### src/rtl/core_pkg.sv
// Shared front-end types: PC generator states, redirect-source encoding and
// default widths, plus the instruction-alignment test used on redirect targets.
package core_pkg;
    localparam int DEF_XLEN   = 32;
    localparam int DEF_IALIGN = 32;

    typedef enum logic [1:0] {BOOT, RUN, HALT} pc_state_e;
    typedef enum logic [2:0] {NONE, TRAP, MRET, EX, ID, SEQ} redir_src_e;

    function automatic logic is_misaligned(input logic [1:0] lo, input int ialign);
        return (ialign == 16) ? lo[0] : (lo != 2'b00);
    endfunction
endpackage

### src/rtl/pc_redir_arb.sv
// Combinational next-PC priority selector: picks the winning source, its target
// and whether that target violates instruction alignment.
module pc_redir_arb
    import core_pkg::*;
#(
    parameter int XLEN   = DEF_XLEN,
    parameter int IALIGN = DEF_IALIGN
) (
    input  pc_state_e        i_state,
    input  logic             i_fetch_fire,
    input  logic [XLEN-1:0]  i_fetch_pc,
    input  logic             i_trap_take,
    input  logic [XLEN-1:0]  i_trap_addr,
    input  logic             i_mret_take,
    input  logic [XLEN-1:0]  i_mepc,
    input  logic             i_ex_redir,
    input  logic             i_ex_is_jalr,
    input  logic [XLEN-1:0]  i_ex_target,
    input  logic             i_id_jal,
    input  logic [XLEN-1:0]  i_id_pc,
    input  logic [20:0]      i_id_jal_imm,
    output redir_src_e       o_src,
    output logic [XLEN-1:0]  o_target,
    output logic             o_misaligned
);
    logic [XLEN-1:0] w_ex_tgt;
    logic [XLEN-1:0] w_jal_tgt;
    logic [XLEN-1:0] w_seq_tgt;

    assign w_ex_tgt  = {i_ex_target[XLEN-1:1], i_ex_target[0] & ~i_ex_is_jalr};
    assign w_jal_tgt = i_id_pc + {{(XLEN-21){i_id_jal_imm[20]}}, i_id_jal_imm};
    assign w_seq_tgt = (i_fetch_pc & ~XLEN'(3)) + XLEN'(4);

    // Only EX and ID targets are alignment-checked; trap/mret go through as-is.
    always_comb begin
        o_src        = NONE;
        o_target     = i_fetch_pc;
        o_misaligned = 1'b0;
        case (i_state)
            RUN: begin
                if (i_trap_take) begin
                    o_src    = TRAP;
                    o_target = i_trap_addr;
                end else if (i_mret_take) begin
                    o_src    = MRET;
                    o_target = i_mepc;
                end else if (i_ex_redir) begin
                    o_src        = EX;
                    o_target     = w_ex_tgt;
                    o_misaligned = is_misaligned(w_ex_tgt[1:0], IALIGN);
                end else if (i_id_jal) begin
                    o_src        = ID;
                    o_target     = w_jal_tgt;
                    o_misaligned = is_misaligned(w_jal_tgt[1:0], IALIGN);
                end else if (i_fetch_fire) begin
                    o_src    = SEQ;
                    o_target = w_seq_tgt;
                end
            end
            HALT: begin
                if (i_trap_take) begin
                    o_src    = TRAP;
                    o_target = i_trap_addr;
                end
            end
            default: ;
        endcase
    end
endmodule

### src/rtl/pc_gen.sv
// Fetch-PC generator: holds the architectural fetch PC, applies arbitrated
// redirects, tags fetches with an epoch and handles debug/WFI halt.
module pc_gen
    import core_pkg::*;
#(
    parameter int              XLEN      = DEF_XLEN,
    parameter logic [XLEN-1:0] RESET_VEC = '0,
    parameter int              IALIGN    = DEF_IALIGN,
    parameter int              EPOCH_W   = 2
) (
    input  logic               clk,
    input  logic               rst,
    output logic [XLEN-1:0]    fetch_pc,
    output logic               fetch_valid,
    input  logic               fetch_ready,
    output logic [EPOCH_W-1:0] fetch_epoch,
    input  logic               trap_take,
    input  logic [XLEN-1:0]    trap_addr,
    input  logic               mret_take,
    input  logic [XLEN-1:0]    mepc,
    input  logic               ex_redir,
    input  logic               ex_is_jalr,
    input  logic [XLEN-1:0]    ex_target,
    input  logic               id_jal,
    input  logic [XLEN-1:0]    id_pc,
    input  logic [20:0]        id_jal_imm,
    input  logic               halt_req,
    input  logic               resume,
    output logic               halted,
    output logic               misalign_exc,
    output logic [XLEN-1:0]    misalign_addr
);
    pc_state_e          r_state;
    logic [XLEN-1:0]    r_pc;
    logic               r_valid;
    logic [EPOCH_W-1:0] r_epoch;
    logic               r_halted;
    logic               r_exc;
    logic [XLEN-1:0]    r_exc_addr;

    redir_src_e         w_src;
    logic [XLEN-1:0]    w_target;
    logic               w_misaligned;
    pc_state_e          w_next_state;

    pc_redir_arb #(.XLEN(XLEN), .IALIGN(IALIGN)) u_arb (
        .i_state      (r_state),
        .i_fetch_fire (r_valid & fetch_ready),
        .i_fetch_pc   (r_pc),
        .i_trap_take  (trap_take),
        .i_trap_addr  (trap_addr),
        .i_mret_take  (mret_take),
        .i_mepc       (mepc),
        .i_ex_redir   (ex_redir),
        .i_ex_is_jalr (ex_is_jalr),
        .i_ex_target  (ex_target),
        .i_id_jal     (id_jal),
        .i_id_pc      (id_pc),
        .i_id_jal_imm (id_jal_imm),
        .o_src        (w_src),
        .o_target     (w_target),
        .o_misaligned (w_misaligned)
    );

    always_comb begin
        w_next_state = r_state;
        case (r_state)
            BOOT:    w_next_state = RUN;
            RUN:     if (halt_req) w_next_state = HALT;
            HALT:    if (resume || trap_take) w_next_state = RUN;
            default: w_next_state = BOOT;
        endcase
    end

    always_ff @(posedge clk) begin
        if (rst) begin
            r_state    <= BOOT;
            r_pc       <= RESET_VEC;
            r_valid    <= 1'b0;
            r_epoch    <= '0;
            r_halted   <= 1'b0;
            r_exc      <= 1'b0;
            r_exc_addr <= '0;
        end else begin
            r_state  <= w_next_state;
            r_valid  <= (w_next_state == RUN);
            r_halted <= (w_next_state == HALT);
            r_exc    <= 1'b0;
            case (w_src)
                TRAP, MRET, EX, ID: begin
                    // A misaligned target is reported instead of applied.
                    if (w_misaligned) begin
                        r_exc      <= 1'b1;
                        r_exc_addr <= w_target;
                    end else begin
                        r_pc    <= w_target;
                        r_epoch <= r_epoch + EPOCH_W'(1);
                    end
                end
                SEQ:     r_pc <= w_target;
                default: ;
            endcase
        end
    end

    assign fetch_pc      = r_pc;
    assign fetch_valid   = r_valid;
    assign fetch_epoch   = r_epoch;
    assign halted        = r_halted;
    assign misalign_exc  = r_exc;
    assign misalign_addr = r_exc_addr;
endmodule

### config.mk
export PLATFORM = sky130hd
export DESIGN_NAME = pc_gen
export DESIGN_NICKNAME = d
export VERILOG_FILES = /design/src/rtl/core_pkg.sv /design/src/rtl/pc_redir_arb.sv /design/src/rtl/pc_gen.sv
export SDC_FILE = /design/constraint.sdc
export NUM_CORES = 1
export LEC_CHECK = 0
export ABC_AREA = 0
export CAP_MARGIN = 20
export CORE_MARGIN = 4
export CORE_UTILIZATION = 52
export CTS_BUF_LIST = sky130_fd_sc_hd__clkbuf_4 sky130_fd_sc_hd__clkbuf_8
export DETAILED_ROUTE_END_ITERATION = 10
export PLACE_DENSITY = 0.92
export SLEW_MARGIN = 20
export SYNTH_ARGS = -nofsm -noshare
export SYNTH_HDL_FRONTEND = slang
export SYNTH_SLANG_ARGS = --single-unit
export TNS_END_PERCENT = 10
### constraint.sdc
create_clock -name clk -period 9.24 [get_ports clk]
set_input_delay 1.386 -clock clk [delete_from_list [all_inputs] [get_ports clk]]
set_output_delay 1.386 -clock clk [all_outputs]
set_load 0.01 [all_outputs]
# == After elaboration in Yosys (flattened, before gate mapping) ==
# Index checks and enable logic that the tools add are counted.
# classes
n_addsub,3
n_eq_ne,10
mux,25
bitwise,5
n_reduce_logical,10
# op_table
cell,n
$mux W32,7
$pmux W32 S2,2
$add A32 B3 Y32 const B,1
$add A32 B32 Y32,1
$mux W3,5
$mux W1,7
$eq A3 B2 Y1 const B,2
$eq A3 B3 Y1 const B,2
$pmux W2 S3,1
$pmux W3 S2,1
$reduce_and A2 Y1,3
$reduce_bool A2 Y1,3
$eq A2 B1 Y1 const B,2
$eq A2 B2 Y1 const B,2
$mux W2,2
$reduce_or A4 Y1,1
$eq A3 B1 Y1 const B,1
$not A1 Y1,3
$add A2 B1 Y2 const B,1
$and A1 B1 Y1,2
$logic_not A2 Y1,1
$ne A2 B2 Y1 const B,1
$reduce_or A2 Y1,1
$logic_or A1 B1 Y1,1
# totals
register_bits,71
inputBits,159
output_inout_bits,69

# == Depth between registers and ports, before layout ==
# Gate-level depths: netlist of the first run.
# logic_depth
word_depth,11
depth_mapped,13

# == Hierarchy ==
# From an unflattened synthesis of the first run, not the netlist that was laid out.
# unflattened
cells_unflattened,916
hier_area_um2,7021.7
# by_module_without_submodules
module,instances,cells_per_inst,area_per_inst_um2,seq_area_each_um2
pc_redir_arb,1,642,4035.1,0.0
pc_gen,1,274,2986.6,1421.4

# == Least setup slack after synthesis of the first run ==
# OpenSTA, ideal clock, no wires.
# synth_path
kind,input-to-reg
startpoint,input port id_pc[0]
endpoint,register r_pc[26] (netlist: fetch_pc[26])
t_arrival_ns,3.774
path_slack_ns,5.333
cell_stages,10
path_cell_list,ha_1 fa_1 a211oi_1 nor2_1 o21ai_0 o211ai_1 a31o_2 o311a_1 a211oi_1 a21oi_1
# synth_between
elab_chain_cells,9
# synth_lines
item,line_no,text
start: declaration,pc_gen.sv:25,"input logic [XLEN-1:0] id_pc,"
$add A32 B32 Y32 (*),pc_redir_arb.sv:31,"assign w_jal_tgt = i_id_pc + {{(XLEN-21){i_id_jal_imm[20]}}, i_id_jal_imm};"
$reduce_bool A2 Y1,core_pkg.sv:11,return (ialign == 16) ? lo[0] : (lo != 2'b00);
$mux W1,pc_redir_arb.sv:51,end else if (i_id_jal) begin
$mux W1,pc_redir_arb.sv:47,end else if (i_ex_redir) begin
$mux W1,pc_redir_arb.sv:44,end else if (i_mret_take) begin
$mux W1,pc_redir_arb.sv:41,if (i_trap_take) begin
$mux W1,pc_redir_arb.sv:39,case (i_state)
$ne A2 B2 Y1 (no source line),-,
$reduce_and A2 Y1 (no source line),-,
end signal: assignment,pc_gen.sv:96,r_pc <= w_target;
end signal: assignment,pc_gen.sv:100,SEQ: r_pc <= w_target;
end: declaration,pc_gen.sv:34,logic [XLEN-1:0] r_pc;
# Mark *: on every way between the ends. The rest lies on a longest branch, timed or not. The select of a mux whose other input is x is not followed.
# A chain may end at the register's enable or synchronous reset.

# == Worst setup path after layout of the first run ==
# layout_path
startpoint,input port trap_take
endpoint,register r_exc_addr[12] (netlist: misalign_addr[12])
# layout_between
elab_chain_cells,5
# layout_lines
item,line_no,text
start: declaration,pc_gen.sv:17,"input logic trap_take,"
$mux W1 or $mux W3 (tied branches),"pc_redir_arb.sv:61, pc_redir_arb.sv:41",
$pmux W3 S2,pc_redir_arb.sv:39,
$eq A3 B1 Y1 (tied with other cells),pc_gen.sv:89,case (w_src)
$reduce_or A4 Y1,pc_gen.sv:89,
$reduce_and A2 Y1 (no source line),-,
end signal: assignment,pc_gen.sv:94,r_exc_addr <= w_target;
end: declaration,pc_gen.sv:39,logic [XLEN-1:0] r_exc_addr;
# Parallel ways exist; a longest one is shown, timed or not.

==> impl_metrics.py, run 1 <==
metrics = {
    "outcome": {
        "status": "finished, final reports clean",
    },
    "clock_tree": {
        "cts_buffer_depth": 2,
        "cts.clk_slew.worst_paths_ns": 0.07,
        "post_cts_buffers": 0,
        "clk-insertion-delay-late_ns": 0.34,
        "holdBufCountCts": 0,
        "root_buffer": "clkbuf_8",
        "cts_tree": "done",
        "cts-resized-gates": 0,
        "cts_buffers": 9,
        "cts_max_level": 3,
        "cts.sinks": 71,
    },
    "power": {
        "intPower_uw": 659,
        "p_seq_frac": 0.336,
        "p_leak_nw": 3.41,
        "power_density_nw_per_um2": 115,
        "ir_drop_v": 0.0000808,
        "pwr-share-comb": 0.443,
        "p_sw_uw": 417,
        "swShare": 0.388,
        "total_power_mw": 1.08,
        "power_frac_clock": 0.221,
    },
    "timing": {
        "maxSlewHeadroom": 0.250,
        "fin_crit_ns": 4.98,
        "maxSlewViolCount": 0,
        "tightest_slew_ns": 1.12,
        "fin_setup_tns_ns": 0,
        "hold_viol_final": 0,
        "finalSetupViolCount": 0,
        "fin_skew_ns": 0.0121,
        "fin_crit_sh": 0.539,
        "achievable-frequency_mhz": 201,
        "rsz0062_at_grt": "false",
    },
    "placement": {
        "port_buffers": 227,
        "gp_congestion": 1.02,
        "dp_hpwl_um": 22900,
    },
    "job": {
        "cap_viol_max_count": 0,
    },
    "setup_path": {
        "cp-end-kind": "register",
        "critPathLaunchType": "input pin",
        "crit_fanout": 57,
        "path_class": "input pin to register",
        "required_ns": 9.48,
        "worstPathArrival_ns": 5.22,
    },
    "drt": {
        "first_pass_iters": 6,
        "vias": 8765,
        "drc_errors": 0,
        "wl_per_cell_um": 23.0,
        "ant_nets": 0,
        "drtIter0Drc": 1276,
        "drt-vias-per-instance": 6.75,
        "routed_wl_um": 29800,
    },
    "global_routing": {
        "grt_usage": 0.381,
        "grt-ovfl-total": 0,
        "grt_max_degree": 58,
        "grt_pass1_vias": 8224,
        "grt_pass1_wl_um": 44800,
        "antenna_found_initial": 0,
    },
    "synth": {
        "synth_fa_ha_area_frac": 0.0690,
        "synth_cell_types": 79,
        "synth_nets": 1129,
        "yosysSeqAreaShare": 0.209,
        "synth_top_family_by_area": "compound AO/OA/AOI/OAI gates",
        "synth_warnings": 0,
        "yosys.area_share.simple": 0.212,
        "yosys_most_used_dff": "dfxtp_1",
        "synth-seq-cells": 71,
        "ys_async_sr_fraction": 0,
        "netlist_area_sq_um": 6820,
        "netlist_instances": 933,
        "synth_compound_area_frac": 0.373,
        "syn_area_per_cell_sq_um": 7.31,
        "muxShareOfSynthArea": 0.0268,
        "synth_edf_count": 0,
        "synth_xor_xnor_area_share": 0.0591,
    },
    "cells_and_area": {
        "fin_nets": 1318,
        "syn2layout_area_growth_pct": 37.3,
        "final_common_cell": "clkdlybuf4s50_1",
        "mostFrequentLayoutCells": "clkdlybuf4s50_1 (226), nand2_1 (91), nor2_1 (85), a21oi_1 (77), o21ai_0 (73)",
        "post-route-util": 0.736,
        "drive_gt1_frac": 0.0444,
        "diodes": 0,
    },
    "floorplanning": {
        "num_rows": 41,
        "dieHeight_um": 122,
        "die_x_um": 122,
        "die-area_sq_um": 15000,
        "io_pins": 228,
        "start_util": 0.536,
        "core_area_sq_um": 12700,
    },
    "min_path": {
        "hold_class": "register to register",
    },
}
==> kinds of logic (layout without fill, tap and decap cells) <==
group / count (synthesis) / in the layout
AOI/OAI and AO/OA: 374 / 374
xor gates and xnor gates: 46 / 46
adders and majority gates: 37 / 37
buffers and inverters: 90 / 284
DFF: 71 / 71
muxes: 18 / 18
and+or+nand+nor: 297 / 297
==> registers in the layout, summed over array words and instances (netlist names) <==
signal,count
misalign_addr,32
halted,1
misalign_exc,1
r_state,2
fetch_pc,32
fetch_epoch,2
fetch_valid,1
==> worst max-delay path, cell delays in order <==
cell	delay, ns
buf_2	0.47
buf_4	0.41
inv_1	0.26
nor2_1	0.64
o21ai_0	0.28
o21ai_0	0.38
nor2b_4	0.21
buf_4	0.48
nand2_1	0.32
o32ai_1	0.36
==> power groups by stage <==
| stage | Clock, mW | Sequential [mW] | Combinational, mW |
|---|---|---|---|
| floorplan | 0 | 0.360 | 0.254 |
| finish | 0.238 | 0.362 | 0.477 |
| global route | 0.253 | 0.363 | 0.507 |
| global placement | 0 | 0.367 | 0.454 |
| CTS | 0.236 | 0.360 | 0.463 |
| detailed placement | 0 | 0.366 | 0.459 |
==> layout make-up <==
class	instances	area (sq um)
clock inverters	2	13.8
clock buffers	14	180
repair buffers	242	2380
flip-flops and latches	71	1420
well taps	172	215
inverters	26	97.6
multi-input cells	772	5050
fillers	1036	3360
==> final timing paths <==
kind                      from           endpoint  slack, ns  cells past startpoint
max reg2reg         r_state[1]  misalign_addr[12]       4.74                     10
max                  trap_take  misalign_addr[12]       4.26                     10
min          misalign_addr[25]  misalign_addr[25]       0.47                      2
min reg2reg  misalign_addr[25]  misalign_addr[25]       0.47                      2
==> metrics by stage <==
stage / cells / hold WS (ns) / instance area (sq um) / setup WS (ns)
6_report: 1299 / 0.470 / 9360 / 4.26
5_1_grt: 1299 / 0.505 / 9360 / 4.07
4_1_cts: 1299 / 0.473 / 9360 / 4.43
3_5_place_dp: 1283 / 0.463 / 9170 / 4.08
3_3_place_gp: 1283 / 0.460 / 9170 / 4.32
2_1_floorplan: 933 / 0.489 / 6820 / 5.33
==> cells in the mapped netlist (6+ instances only) <==
master | instances | area share
and3_1 | 11 | 0.010
mux2i_1 | 16 | 0.023
nor2_1 | 85 | 0.047
xor2_1 | 14 | 0.018
buf_2 | 10 | 0.0073
clkbuf_1 | 46 | 0.025
xnor2_1 | 32 | 0.041
o31ai_1 | 7 | 0.0077
o211ai_1 | 16 | 0.018
nand2_1 | 91 | 0.050
o22ai_1 | 15 | 0.014
o21a_1 | 8 | 0.0088
o221ai_1 | 8 | 0.010
inv_1 | 24 | 0.013
ha_1 | 36 | 0.066
a221oi_1 | 17 | 0.022
buf_1 | 7 | 0.0039
a22oi_1 | 11 | 0.012
nor3_1 | 19 | 0.014
a211oi_1 | 44 | 0.048
dfxtp_1 | 71 | 0.21
nand4_1 | 9 | 0.0083
nand3_1 | 24 | 0.018
nor4_1 | 6 | 0.0055
a21o_1 | 14 | 0.015
a22o_1 | 11 | 0.014
and2_1 | 8 | 0.0073
a21oi_1 | 77 | 0.057
a31oi_1 | 11 | 0.010
and4_1 | 7 | 0.0090
o21ai_0 | 73 | 0.054
==> per-layer routing <==
layer / part of all wire / GRT usage / up-vias
li1: - / - / 3955
met1: 0.37 / 0.469 / 3995
met2: 0.46 / 0.640 / 691
met3: 0.11 / 0.0839 / 124
met4: 0.051 / 0.163 / 0
met5: 0 / 0 / -
No activity file was read; power rests on OpenSTA's default activity.
==> run 2, diff against run 1 <==
Settings changed: CORE_UTILIZATION 52 to 44, PLACE_DENSITY 0.92 to 0.84.
Clock period 9.24 ns to 4.26 ns, I/O delays scaled along.
==> run 2 against run 1 <==
  * Worst hold slack improved by 0.012 ns
  * Die area rose by 17%
  * Combinational power grew 120%
  * Count of clock-buffer cells in the layout fell by 4
  * Clock skew down 0.00053 ns
  * Clock power increased to 2.6 times the previous value
  * Non-clock buffer count increased by 20
  * Critical path type unchanged
  * Critical endpoint is now fetch_pc[28]
==> impl_metrics.py, run 2 (synthesis gave the netlist of run 1 again) <==
metrics = {
    "timing": {
        "fin_crit_sh": 0.867,
        "maxSlewViolCount": 0,
        "fin_skew_ns": 0.0116,
        "fin_crit_ns": 3.70,
        "tightest_slew_ns": 0.934,
        "finalSetupViolCount": 0,
        "rsz0062_at_grt": "false",
        "achievable-frequency_mhz": 271,
        "hold_viol_final": 0,
        "fin_setup_tns_ns": 0,
        "maxSlewHeadroom": 0.373,
    },
    "outcome": {
        "status": "finished, final reports clean",
    },
    "job": {
        "cap_viol_max_count": 0,
    },
    "power": {
        "p_leak_nw": 3.52,
        "power_density_nw_per_um2": 258,
        "ir_drop_v": 0.000177,
    },
    "drt": {
        "routed_wl_um": 30900,
        "first_pass_iters": 6,
        "vias": 8761,
        "ant_nets": 0,
        "drtIter0Drc": 971,
        "wl_per_cell_um": 23.1,
        "drc_errors": 0,
        "drt-vias-per-instance": 6.56,
    },
    "setup_path": {
        "critPathLaunchType": "input pin",
        "slowest_stage": "o21ai_0",
        "max_stage_delay_ns": 0.44,
        "worstPathArrival_ns": 3.97,
        "path_cells": "clkdlybuf4s50_1 > ha_1 > fa_1 > a211oi_1 > nor2_1 > o21ai_0 > o211ai_1 > a311o_1 > a32oi_1 > o21ai_0 > o41ai_1",
        "path_class": "input pin to register",
        "cp-end-kind": "register",
        "required_ns": 4.53,
        "crit_fanout": 4,
        "cpMostUsedCell": "o21ai_0",
    },
    "floorplanning": {
        "core_area_sq_um": 15200,
        "io_pins": 228,
        "num_rows": 45,
        "dieHeight_um": 132,
        "start_util": 0.448,
        "die-area_sq_um": 17500,
        "die_x_um": 132,
    },
    "global_routing": {
        "grt_pass1_wl_um": 46800,
        "grt_max_degree": 47,
        "grt_pass1_vias": 8362,
        "grt_usage": 0.334,
        "antenna_found_initial": 1,
        "grt-ovfl-total": 0,
    },
    "clock_tree": {
        "cts.clk_slew.worst_paths_ns": 0.08,
        "cts-resized-gates": 0,
        "cts_buffers": 9,
        "clk-insertion-delay-late_ns": 0.37,
        "cts.sinks": 71,
        "cts_buffer_depth": 2,
        "post_cts_buffers": 0,
        "holdBufCountCts": 0,
        "root_buffer": "clkbuf_8",
        "cts_tree": "done",
        "cts_max_level": 3,
    },
    "cells_and_area": {
        "seqCellArea_sq_um": 1420,
        "drive_gt1_frac": 0.0610,
        "multi_input_area_sq_um": 5050,
        "mostFrequentLayoutCells": "clkdlybuf4s50_1 (226), nand2_1 (91), nor2_1 (85), a21oi_1 (77), o21ai_0 (73)",
        "post-route-util": 0.629,
        "fillers": 1382,
        "syn2layout_area_growth_pct": 40.3,
        "final_common_cell": "clkdlybuf4s50_1",
        "fin_nets": 1338,
    },
    "placement": {
        "gp_congestion": 1.00,
        "dp_hpwl_um": 24000,
        "port_buffers": 227,
    },
    "min_path": {
        "hold_class": "register to register",
    },
}
## run 2: cell types whose count changed in the layout (fill, tap and decap cells not counted), moves of 2 or more
cell,delta
inv_6,+2
clkbuf_8,-3
bufinv_16,+2
clkinvlp_4,+2
buf_4,+20
## run 2: final timing paths
path                                         from  slack (ns)  depth (start not counted)           endpoint
worst min register to register  misalign_addr[11]        0.48                          2  misalign_addr[11]
worst max-delay path                     id_pc[0]        0.56                         11       fetch_pc[28]
worst min-delay path            misalign_addr[11]        0.48                          2  misalign_addr[11]
worst max register to register         r_state[1]        0.95                         11  misalign_addr[23]
## run 2: layout make-up
cell class	instances	share of cell area
multi-input combinational	772	0.528
tap	188	0.0246
antenna	1	0.000262
timing repair buffer	262	0.265
clock buffer	10	0.0137
inverter	26	0.0102
clock inverter	6	0.00968
sequential	71	0.149
## run 2: critical path, delay by kind of cell
kind	cells	cell delay, ns
AO/OA/AOI/OAI	7	2.12
AND/OR/NAND/NOR	1	0.14
buffers and inverters	1	0.40
adder cells (fa/ha/maj)	2	0.67
## run 2: report_power, final
| part | switching [mW] | leakage (nW) | internal, mW |
|---|---|---|---|
| Clock | 0.286 | 0.107 | 0.340 |
| Combinational | 0.586 | 2.83 | 0.471 |
| Sequential | 0.0805 | 0.576 | 0.703 |
## run 2: layer usage
| layer | part of all wire | vias to the layer above | track usage |
|---|---|---|---|
| met5 | 0 | - | 0 |
| met4 | 0.052 | 0 | 0.157 |
| met3 | 0.10 | 103 | 0.0791 |
| met2 | 0.46 | 617 | 0.545 |
| met1 | 0.38 | 4065 | 0.417 |
| li1 | - | 3976 | - |
## run 2: through the flow
| stage | hold slack, ns | power (mW) | std cells | area, sq um | worst slack [ns] |
|---|---|---|---|---|---|
| final | 0.483 | 2.47 | 1336 | 9560 | 0.565 |
| after global routing | 0.504 | 2.56 | 1336 | 9560 | 0.304 |
| after CTS | 0.483 | 2.44 | 1335 | 9560 | 0.598 |
| after detailed placement | 0.465 | 1.82 | 1319 | 9340 | 0.253 |
| after global placement | 0.459 | 1.81 | 1319 | 9340 | 0.295 |
| after floorplan | 0.489 | 1.33 | 933 | 6820 | 1.10 |
==> run 3, diff against run 2 <==
Settings changed: CTS_CLUSTER_DIAMETER set to 30, MAX_ROUTING_LAYER set to met4.
==> run 3 against run 2 <==
  * First-iteration DRC count shrank 6.6%
  * Critical path depth stayed put
  * Non-clock buffer count rose by 4
  * Cell count is 0.15% higher
  * Fmax grew 0.88%
  * Clock skew decreased by 0.0033 ns
  * Largest power group unchanged
  * Critical path type unchanged
  * Critical endpoint is now fetch_pc[31]
==> impl_metrics.py, run 3 (synthesis gave the netlist of run 1 again) <==
metrics = {
    "setup_path": {
        "required_ns": 4.50,
        "rrSetupSlack_ns": 1.11,
        "crit_fanout": 7,
        "cp-end-kind": "register",
        "path_class": "input pin to register",
        "critPathLaunchType": "input pin",
        "reg2reg_to": "misalign_addr[8]",
        "path_cells": "clkdlybuf4s50_1 > ha_1 > nand2_1 > nor3_1 > nand3_1 > o41ai_1 > buf_4 > o211ai_1 > or3b_2 > nand3_1 > o22ai_1",
        "max_stage_delay_ns": 0.50,
        "slowest_stage": "clkdlybuf4s50_1",
        "worstPathArrival_ns": 3.90,
        "r2r_start": "r_state[1]",
        "ff2ff_path_depth": 10,
        "cpMostUsedCell": "nand3_1",
    },
    "cells_and_area": {
        "syn2layout_area_growth_pct": 40.1,
        "finalInstanceArea_sq_um": 9550,
        "mostFrequentLayoutCells": "clkdlybuf4s50_1 (226), nand2_1 (91), nor2_1 (85), a21oi_1 (77), o21ai_0 (73)",
        "fin_nets": 1342,
        "final_common_cell": "clkdlybuf4s50_1",
        "fillers": 1380,
        "diodes": 0,
        "drive_gt1_frac": 0.0635,
        "post-route-util": 0.628,
        "finalNonFillerCells": 1338,
    },
    "drt": {
        "routed_wl_um": 30200,
        "wl_per_cell_um": 22.5,
        "vias": 8612,
        "first_pass_iters": 7,
        "drt-vias-per-instance": 6.44,
        "ant_nets": 0,
        "drc_errors": 0,
        "drtIter0Drc": 907,
    },
    "timing": {
        "hold_viol_final": 0,
        "tightest_slew_ns": 0.911,
        "fin_crit_sh": 0.860,
        "maxSlewHeadroom": 0.388,
        "finalSetupViolCount": 0,
        "fin_crit_ns": 3.66,
        "final.setup.worst_slack_ns": 0.597,
        "rsz0062_at_grt": "false",
        "achievable-frequency_mhz": 273,
        "fin_setup_tns_ns": 0,
        "maxSlewViolCount": 0,
        "fin_skew_ns": 0.00827,
    },
    "clock_tree": {
        "holdBufCountCts": 0,
        "clk-insertion-delay-late_ns": 0.37,
        "cts_tree": "done",
        "cts.clk_slew.worst_paths_ns": 0.08,
        "root_buffer": "clkbuf_8",
        "cts_max_level": 3,
        "cts.sinks": 71,
        "post_cts_buffers": 0,
        "cts_buffers": 9,
        "cts-resized-gates": 0,
        "cts_buffer_depth": 2,
    },
    "global_routing": {
        "grt_pass1_vias": 8374,
        "grt-ovfl-total": 0,
        "grt_max_degree": 47,
        "antenna_found_initial": 0,
        "grt_usage": 0.336,
        "grt_pass1_wl_um": 45600,
    },
    "min_path": {
        "holdPathStages": 2,
        "min_from": "misalign_addr[25]",
        "hold_class": "register to register",
        "worst_hold_path.endpoint": "misalign_addr[25]",
    },
    "placement": {
        "gp_congestion": 0.989,
        "placed_cell_area_sq_um": 9370,
        "dp_cells": 1323,
        "dp_hpwl_um": 23800,
        "port_buffers": 227,
        "dp_slack_ns": 0.273,
    },
    "floorplanning": {
        "num_rows": 45,
        "start_util": 0.448,
        "dieHeight_um": 132,
        "core_area_sq_um": 15200,
        "io_pins": 228,
        "die_x_um": 132,
        "die-area_sq_um": 17500,
    },
    "power": {
        "power_density_nw_per_um2": 248,
        "ir_drop_v": 0.000177,
        "p_leak_nw": 3.53,
    },
    "outcome": {
        "status": "finished, final reports clean",
    },
    "job": {
        "cap_viol_max_count": 0,
    },
}
## run 3: changes by cell type in the layout (fill, tap and decap cells not counted)
cell	previous run	this run
bufinv_16	2	1
clkinv_2	0	3
clkbuf_4	1	0
clkinv_4	0	2
buf_4	35	39
inv_6	2	0
diode_2	1	0
clkinvlp_4	2	0
## run 3: layout make-up
class	count	area [sq um]	area share
clock buffer	9	124	0.0130
clock inverter	6	62.6	0.00655
inverter	26	97.6	0.0102
multi-input combinational	772	5050	0.529
sequential	71	1420	0.149
tap	188	235	0.0246
timing repair buffer	266	2560	0.268
## run 3: worst max path at each step
| stage | from | endpoint | slack (ns) | depth (start not counted) |
|---|---|---|---|---|
| after global routing | id_jal_imm[2] | fetch_pc[23] | 0.35 | 11 |
| after global placement | id_jal_imm[20] | fetch_pc[31] | 0.30 | 11 |
| after CTS | id_jal_imm[20] | fetch_pc[31] | 0.65 | 11 |
| after floorplan | id_pc[0] | fetch_pc[26] | 1.10 | 10 |
| final | id_jal_imm[20] | fetch_pc[31] | 0.60 | 11 |
| after detailed placement | id_jal_imm[20] | fetch_pc[31] | 0.27 | 11 |
## run 3: per-layer routing
layer / up-vias / global-route usage / part of all wire
met5: - / - / 0
met4: 0 / 0.176 / 0.059
met3: 122 / 0.0719 / 0.11
met2: 570 / 0.536 / 0.45
met1: 3919 / 0.398 / 0.38
li1: 4001 / - / -
## run 3: stage by stage
stage          total power [mW]  hold WS, ns
2_1_floorplan              1.33        0.489
3_3_place_gp               1.81        0.462
3_5_place_dp               1.82        0.469
4_1_cts                    2.34        0.482
5_1_grt                    2.47        0.513
6_report                   2.37        0.479
## run 3: critical path, delay by kind of cell
family | cells | cell delay, ns
simple gates | 5 | 1.46
fa+ha+maj | 1 | 0.45
buf+inv | 2 | 0.68
compound gates | 3 | 0.67
## run 3: where the power goes
part,total (mW),switching [mW],internal (mW)
Sequential,0.783,0.0802,0.703
Combinational,1.05,0.577,0.474
Clock,0.538,0.272,0.266
Total,2.37,0.929,1.44
